### config.mk
export PLATFORM = sky130hd
export DESIGN_NAME = ps2_host_transmitter
export DESIGN_NICKNAME = d
export VERILOG_FILES = /design/src/rtl/ps2_host_transmitter.sv
export SDC_FILE = /design/constraint.sdc
export NUM_CORES = 1
export LEC_CHECK = 0
export ABC_CLOCK_PERIOD_IN_PS = 2300
export CAP_MARGIN = 5
export CORE_UTILIZATION = 58
export DETAILED_ROUTE_END_ITERATION = 10
export PLACE_DENSITY = 0.81
export SYNTH_ARGS = -nofsm -noshare
export SYNTH_HDL_FRONTEND = slang
export SYNTH_SLANG_ARGS = --single-unit
### constraint.sdc
create_clock -name clk100M -period 2.3 [get_ports clk100M]
set_input_delay 0.46 -clock clk100M [delete_from_list [all_inputs] [get_ports clk100M]]
set_output_delay 0.46 -clock clk100M [all_outputs]
set_load 0.1 [all_outputs]
### src/rtl/ps2_host_transmitter.sv
// Host-to-device PS/2 transmitter. Sends one command byte to the device over the shared
// open-drain clock/data pair: inhibit, request-to-send, 8 data bits LSB first, odd parity,
// stop bit, then waits for the device ack and an idle bus.
// Optional feature: define PS2_TX_ACK_CHECK_EN to turn a missing device ack into an error.
module ps2_host_transmitter #(
  parameter int unsigned ClkFrequency   = 100_000_000,
  parameter int unsigned InhibitUs      = 100,
  parameter int unsigned StartTimeoutUs = 15000,
  parameter int unsigned FrameTimeoutUs = 2000,
  parameter int unsigned FilterLen      = 8
) (
  input  logic       clk100M,
  input  logic       rst,
  input  logic       txValid,
  input  logic [7:0] txData,
  output logic       txReady,
  input  logic       ps2ClkIn,
  input  logic       ps2DataIn,
  output logic       ps2ClkDrvLow,
  output logic       ps2DataDrvLow,
  output logic       busy,
  output logic       done,
  output logic       error
);

  localparam int unsigned CyclesPerUs   = ClkFrequency / 1_000_000;
  localparam int unsigned InhibitCycles = CyclesPerUs * InhibitUs;
  localparam int unsigned StartCycles   = CyclesPerUs * StartTimeoutUs;
  localparam int unsigned FrameCycles   = CyclesPerUs * FrameTimeoutUs;
  localparam int unsigned MaxCycles0    = (InhibitCycles > StartCycles) ? InhibitCycles
                                                                        : StartCycles;
  localparam int unsigned MaxCycles     = (MaxCycles0 > FrameCycles) ? MaxCycles0 : FrameCycles;
  localparam int unsigned TimerW        = $clog2(MaxCycles + 1);
  localparam int unsigned FiltW         = $clog2(FilterLen + 1);

  typedef enum logic [2:0] {
    StIdle,
    StInhibit,
    StStart,
    StWait,
    StShift,
    StAck,
    StDone,
    StErr
  } state_e;

  // Index 0 is the clock line, index 1 the data line.
  logic [1:0]       sync1_q, sync2_q, filt_q;
  logic [FiltW-1:0] filt_cnt_q [2];
  logic             clk_filt_prev_q;
  logic             fall;

  state_e            state_q, state_d;
  logic [TimerW-1:0] timer_q, timer_d;
  logic [3:0]        bit_cnt_q, bit_cnt_d;
  logic              data_low_q, data_low_d;
  logic [7:0]        tx_data_q, tx_data_d;
  logic              parity_q, parity_d;
`ifdef PS2_TX_ACK_CHECK_EN
  logic              ack_q, ack_d;
`endif

  // Synchronise both pins and accept a level change only after FilterLen equal samples.
  always_ff @(posedge clk100M or negedge rst) begin
    if (!rst) begin
      sync1_q         <= 2'b11;
      sync2_q         <= 2'b11;
      filt_q          <= 2'b11;
      clk_filt_prev_q <= 1'b1;
      for (int i = 0; i < 2; i++) filt_cnt_q[i] <= '0;
    end else begin
      sync1_q         <= {ps2DataIn, ps2ClkIn};
      sync2_q         <= sync1_q;
      clk_filt_prev_q <= filt_q[0];
      for (int i = 0; i < 2; i++) begin
        if (sync2_q[i] != filt_q[i]) begin
          if (filt_cnt_q[i] == FiltW'(FilterLen - 1)) begin
            filt_q[i]     <= sync2_q[i];
            filt_cnt_q[i] <= '0;
          end else begin
            filt_cnt_q[i] <= filt_cnt_q[i] + FiltW'(1);
          end
        end else begin
          filt_cnt_q[i] <= '0;
        end
      end
    end
  end

  assign fall = clk_filt_prev_q & ~filt_q[0];

  // FSM and datapath state registers.
  always_ff @(posedge clk100M or negedge rst) begin
    if (!rst) begin
      state_q    <= StIdle;
      timer_q    <= '0;
      bit_cnt_q  <= '0;
      data_low_q <= 1'b0;
      tx_data_q  <= '0;
      parity_q   <= 1'b0;
`ifdef PS2_TX_ACK_CHECK_EN
      ack_q      <= 1'b1;
`endif
    end else begin
      state_q    <= state_d;
      timer_q    <= timer_d;
      bit_cnt_q  <= bit_cnt_d;
      data_low_q <= data_low_d;
      tx_data_q  <= tx_data_d;
      parity_q   <= parity_d;
`ifdef PS2_TX_ACK_CHECK_EN
      ack_q      <= ack_d;
`endif
    end
  end

  // Next-state logic; the shared timer counts down and saturates at zero.
  always_comb begin
    state_d    = state_q;
    timer_d    = (timer_q != '0) ? timer_q - TimerW'(1) : timer_q;
    bit_cnt_d  = bit_cnt_q;
    data_low_d = data_low_q;
    tx_data_d  = tx_data_q;
    parity_d   = parity_q;
`ifdef PS2_TX_ACK_CHECK_EN
    ack_d      = ack_q;
`endif
    unique case (state_q)
      StIdle: begin
        data_low_d = 1'b0;
        if (txValid) begin
          tx_data_d = txData;
          parity_d  = ~^txData;
          timer_d   = TimerW'(InhibitCycles - 1);
          state_d   = StInhibit;
        end
      end
      StInhibit: begin
        if (timer_q == '0) begin
          data_low_d = 1'b1;
          state_d    = StStart;
        end
      end
      StStart: begin
        timer_d = TimerW'(StartCycles - 1);
        state_d = StWait;
      end
      StWait: begin
        if (timer_q == '0) begin
          state_d = StErr;
        end else if (fall) begin
          data_low_d = ~tx_data_q[0];
          bit_cnt_d  = 4'd1;
          timer_d    = TimerW'(FrameCycles - 1);
          state_d    = StShift;
        end
      end
      StShift: begin
        if (timer_q == '0) begin
          state_d = StErr;
        end else if (fall) begin
          bit_cnt_d = bit_cnt_q + 4'd1;
          if (bit_cnt_q < 4'd8) begin
            data_low_d = ~tx_data_q[bit_cnt_q[2:0]];
          end else if (bit_cnt_q == 4'd8) begin
            data_low_d = ~parity_q;
          end else if (bit_cnt_q == 4'd9) begin
            data_low_d = 1'b0;
          end else begin
`ifdef PS2_TX_ACK_CHECK_EN
            ack_d = filt_q[1];
`endif
            state_d = StAck;
          end
        end
      end
      StAck: begin
        if (timer_q == '0) begin
          state_d = StErr;
        end else if (filt_q == 2'b11) begin
`ifdef PS2_TX_ACK_CHECK_EN
          state_d = ack_q ? StErr : StDone;
`else
          state_d = StDone;
`endif
        end
      end
      StDone, StErr: begin
        data_low_d = 1'b0;
        state_d    = StIdle;
      end
      default: state_d = StIdle;
    endcase
  end

  // Drives decode straight from state so an async reset releases both lines at once.
  always_comb begin
    txReady       = (state_q == StIdle);
    busy          = (state_q != StIdle);
    done          = (state_q == StDone);
    error         = (state_q == StErr);
    ps2ClkDrvLow  = (state_q == StInhibit) || (state_q == StStart);
    ps2DataDrvLow = data_low_q &&
                    ((state_q == StStart) || (state_q == StWait) || (state_q == StShift));
  end

endmodule
==> impl_metrics.json <==
{
  "routed_via_density": 5.95,
  "drt_pass1_iterations": 7,
  "synth_top_area_share_pct": 41.4,
  "grt_pass1_vias": 2123,
  "routed-via-count": 2164,
  "avgSynthCellArea_um2": 9.92,
  "overflow": 0,
  "cts.clk_slew.worst_paths_ns": 0.11,
  "synth-edff-count": 0,
  "vdd_drop_max_v": 0.000407,
  "worst_pin_slew_ns": 0.659,
  "seqCellArea_mm2": 0.00134,
  "multi_input_area_mm2": 0.00138,
  "cp-start-kind": "register",
  "netlist_instances": 280,
  "drc": 1,
  "grt_use_total_pct": 25.5,
  "port_buffers": 18,
  "period_share_pct": 95.5,
  "fin_util_pct": 73.4,
  "clkLatencyLatePin_ns": 0.32,
  "drt_iter0_drc": 160,
  "cp_max_fo": 5,
  "grt_first_pass_wirelength_um": 9850,
  "final_nets": 330,
  "outcome": "complete, but fails checks",
  "max-slew-margin-rel_pct": 56.0,
  "synth_area_leader_cell": "dfrtp_1",
  "syn-cell-area_mm2": 0.00278,
  "cts.sinks": 53,
  "rsz0062_at_grt": "yes",
  "finalSetupViolCount": 0,
  "cts_tree": "built",
  "ys_ff_latch": 53,
  "fin_skew_ns": 0.0121,
  "nFillCells": 309,
  "fin_crit_ns": 2.20,
  "cts_root_buffer": "clkbuf_8",
  "ys.warnings.count": 0,
  "drv_slew": 0,
  "start_util_pct": 62.1,
  "rrSetupSlack_ns": 0.10,
  "finalHoldViolCount": 0,
  "hold_class": "in2async",
  "violations": "design-rule violations",
  "area_growth_pct": 18.1,
  "ys_top_cells_by_area": "dfrtp_1, dfstp_2, xnor2_1, mux2_2, a21oi_1",
  "synth-async-reset-ratio_pct": 100,
  "powerDensity_mw_per_mm2": 595,
  "cts_setup_buffers": 0,
  "die_w_um": 71.2,
  "r2r_start": "timer_q[17]",
  "whs_ns": 0.232,
  "grt_max_degree": 54,
  "worstSetupEndpointType": "register",
  "postRouteAntennaNets": 0,
  "io_pins": 19,
  "die_h_um": 71.2,
  "hpwl_um": 4160,
  "crit_type": "reg2reg",
  "reg2regPathDepth": 6,
  "antenna_cells": 0,
  "drt-total-wl_um": 5920,
  "r2r-end": "data_low_q",
  "num_rows": 24,
  "drive_gt1_share_pct": 20.5,
  "crit_required_ns": 2.52,
  "leakage_uw": 0.00140,
  "syn-num-nets": 299,
  "htreeDepth": 2,
  "seq_area_frac_synth_pct": 48.0,
  "gp_routability_congestion": 0.876,
  "core_mm2": 0.00447,
  "drv_cap": 0,
  "antenna_found_initial": 0,
  "synthFlopType": "dfrtp_1",
  "synth.distinct_cells": 45,
  "arrival_ns": 2.42,
  "cts_made_buffers": 5,
  "clockBufferDepth": 2,
  "fp.dieArea_mm2": 0.00507,
  "max_freq_mhz": 455,
  "drt-wirelength-per-cell_um": 16.3
}
==> metal layers <==
layer  GRT usage [%]  wire (um)  vias to the layer above  part of all wire, %
met5               0          0                        -                    0
met4            9.33         87                        0                  1.5
met1            33.3       2610                     1037                   44
met3            4.92        303                       10                  5.1
li1                -          -                     1038                    -
met2            42.9       2920                       79                   49
==> where the power goes <==
part	switching, uW	total, uW	internal [uW]	leakage, uW
combinational	146	289	143	0.000694
sequential	63.5	1090	1020	0.000659
clock	349	577	228	0.0000506
total	559	1950	1390	0.00140
==> worst max-delay path, cell delays in order, from the launching register on <==
cell      delay, ns
dfrtp_1        0.44
or4_4          0.58
nor2_4         0.15
a31oi_2        0.16
and3_1         0.25
a221oi_2       0.18
mux2_1         0.34
==> flip-flops by register name, summed over array words and instances, names as in the netlist <==
register         count
sync2_q              2
sync1_q              2
clk_filt_prev_q      1
bit_cnt_q            4
timer_q             21
filt_q               2
state_q              3
parity_q             1
tx_data_q            8
data_low_q           1
filt_cnt_q           8
==> cell usage after synthesis, drive strengths merged, types with 2 or more instances <==
cell and n:
a21o 4, a21oi 22, a311oi 2, a31oi 5, and2 2, and3 4
and4 2, buf 3, clkbuf 8, dfrtp 46, dfstp 7, ha 6
inv 10, mux2 12, mux4 2, nand2 28, nand3 10, nand4 3
nand4b 2, nor2 25, nor2b 7, nor3 13, nor4 5, o21a 3
o21ai 10, xnor2 19, xor2 8
==> cells in the final DEF, fill, tap and decap left out, types with 2 or more instances in the layout <==
cell             instances
dfrtp_1                 46
nand2_1                 27
nor2_1                  23
a21oi_1                 22
xnor2_1                 19
buf_4                   17
nor3_1                  12
mux2_2                  11
clkdlybuf4s50_1         11
nand3_1                 10
inv_1                    9
o21ai_0                  8
xor2_1                   8
nor2b_1                  7
dfstp_2                  7
ha_1                     6
buf_12                   6
nor4_1                   5
clkbuf_8                 5
a31oi_1                  4
and3_1                   4
a21o_1                   4
o21a_1                   3
nand4_1                  3
nand4b_1                 2
and2_1                   2
a311oi_1                 2
mux4_2                   2
==> metrics by stage <==
step | std cells | power (uW) | instance area [um^2] | worst slack [ns] | TNS [ns]
2_1_floorplan | 280 | 1270 | 2800 | 0.00667 | 0
3_3_place_gp | 356 | 1370 | 3170 | 0.193 | 0
3_5_place_dp | 356 | 1380 | 3170 | 0.112 | 0
4_1_cts | 364 | 1950 | 3270 | 0.0614 | 0
5_1_grt | 364 | 2040 | 3280 | -0.00702 | -0.00906
6_report | 364 | 1950 | 3280 | 0.103 | 0
==> timing repair <==
action                                  in CTS  in global routing
endpoints found under the setup margin       0                 14
hold buffers                                 0                  0
gates resized for setup                      0                  4
endpoints found under the hold margin        0                  0
==> how the worst max path moves through the flow <==
stage,start,end,slack (ns),cells after the start
after floorplan,state_q[1],tx_data_q[0],0.007,7
after global placement,timer_q[0],data_low_q,0.19,8
after detailed placement,timer_q[0],timer_q[0],0.11,9
after CTS,timer_q[0],timer_q[0],0.06,9
after global routing,timer_q[0],timer_q[6],-0.007,9
final,timer_q[17],data_low_q,0.10,6
==> area by class of cell <==
type	instances	area share [%]
Clock buffer	5	2.10
Clock inverter	3	0.877
Inverter	10	1.26
Multi-Input combinational cell	206	42.1
Sequential cell	53	40.7
Tap cell	52	1.98
Timing Repair Buffer	35	11.1
==> kinds of logic (layout without fill, tap and decap cells) <==
group | Yosys count | after routing | share of synthesized area (%)
XOR/XNOR | 27 | 27 | 8.51
AO/OA/AOI/OAI | 53 | 53 | 11.9
buffers and inverters | 21 | 53 | 3.15
flip-flops | 53 | 53 | 48.0
multiplexers | 15 | 15 | 6.84
AND/OR/NAND/NOR | 105 | 105 | 18.9
adder cells (fa/ha/maj) | 6 | 6 | 2.70
No activity file was read; power rests on OpenSTA's default activity.
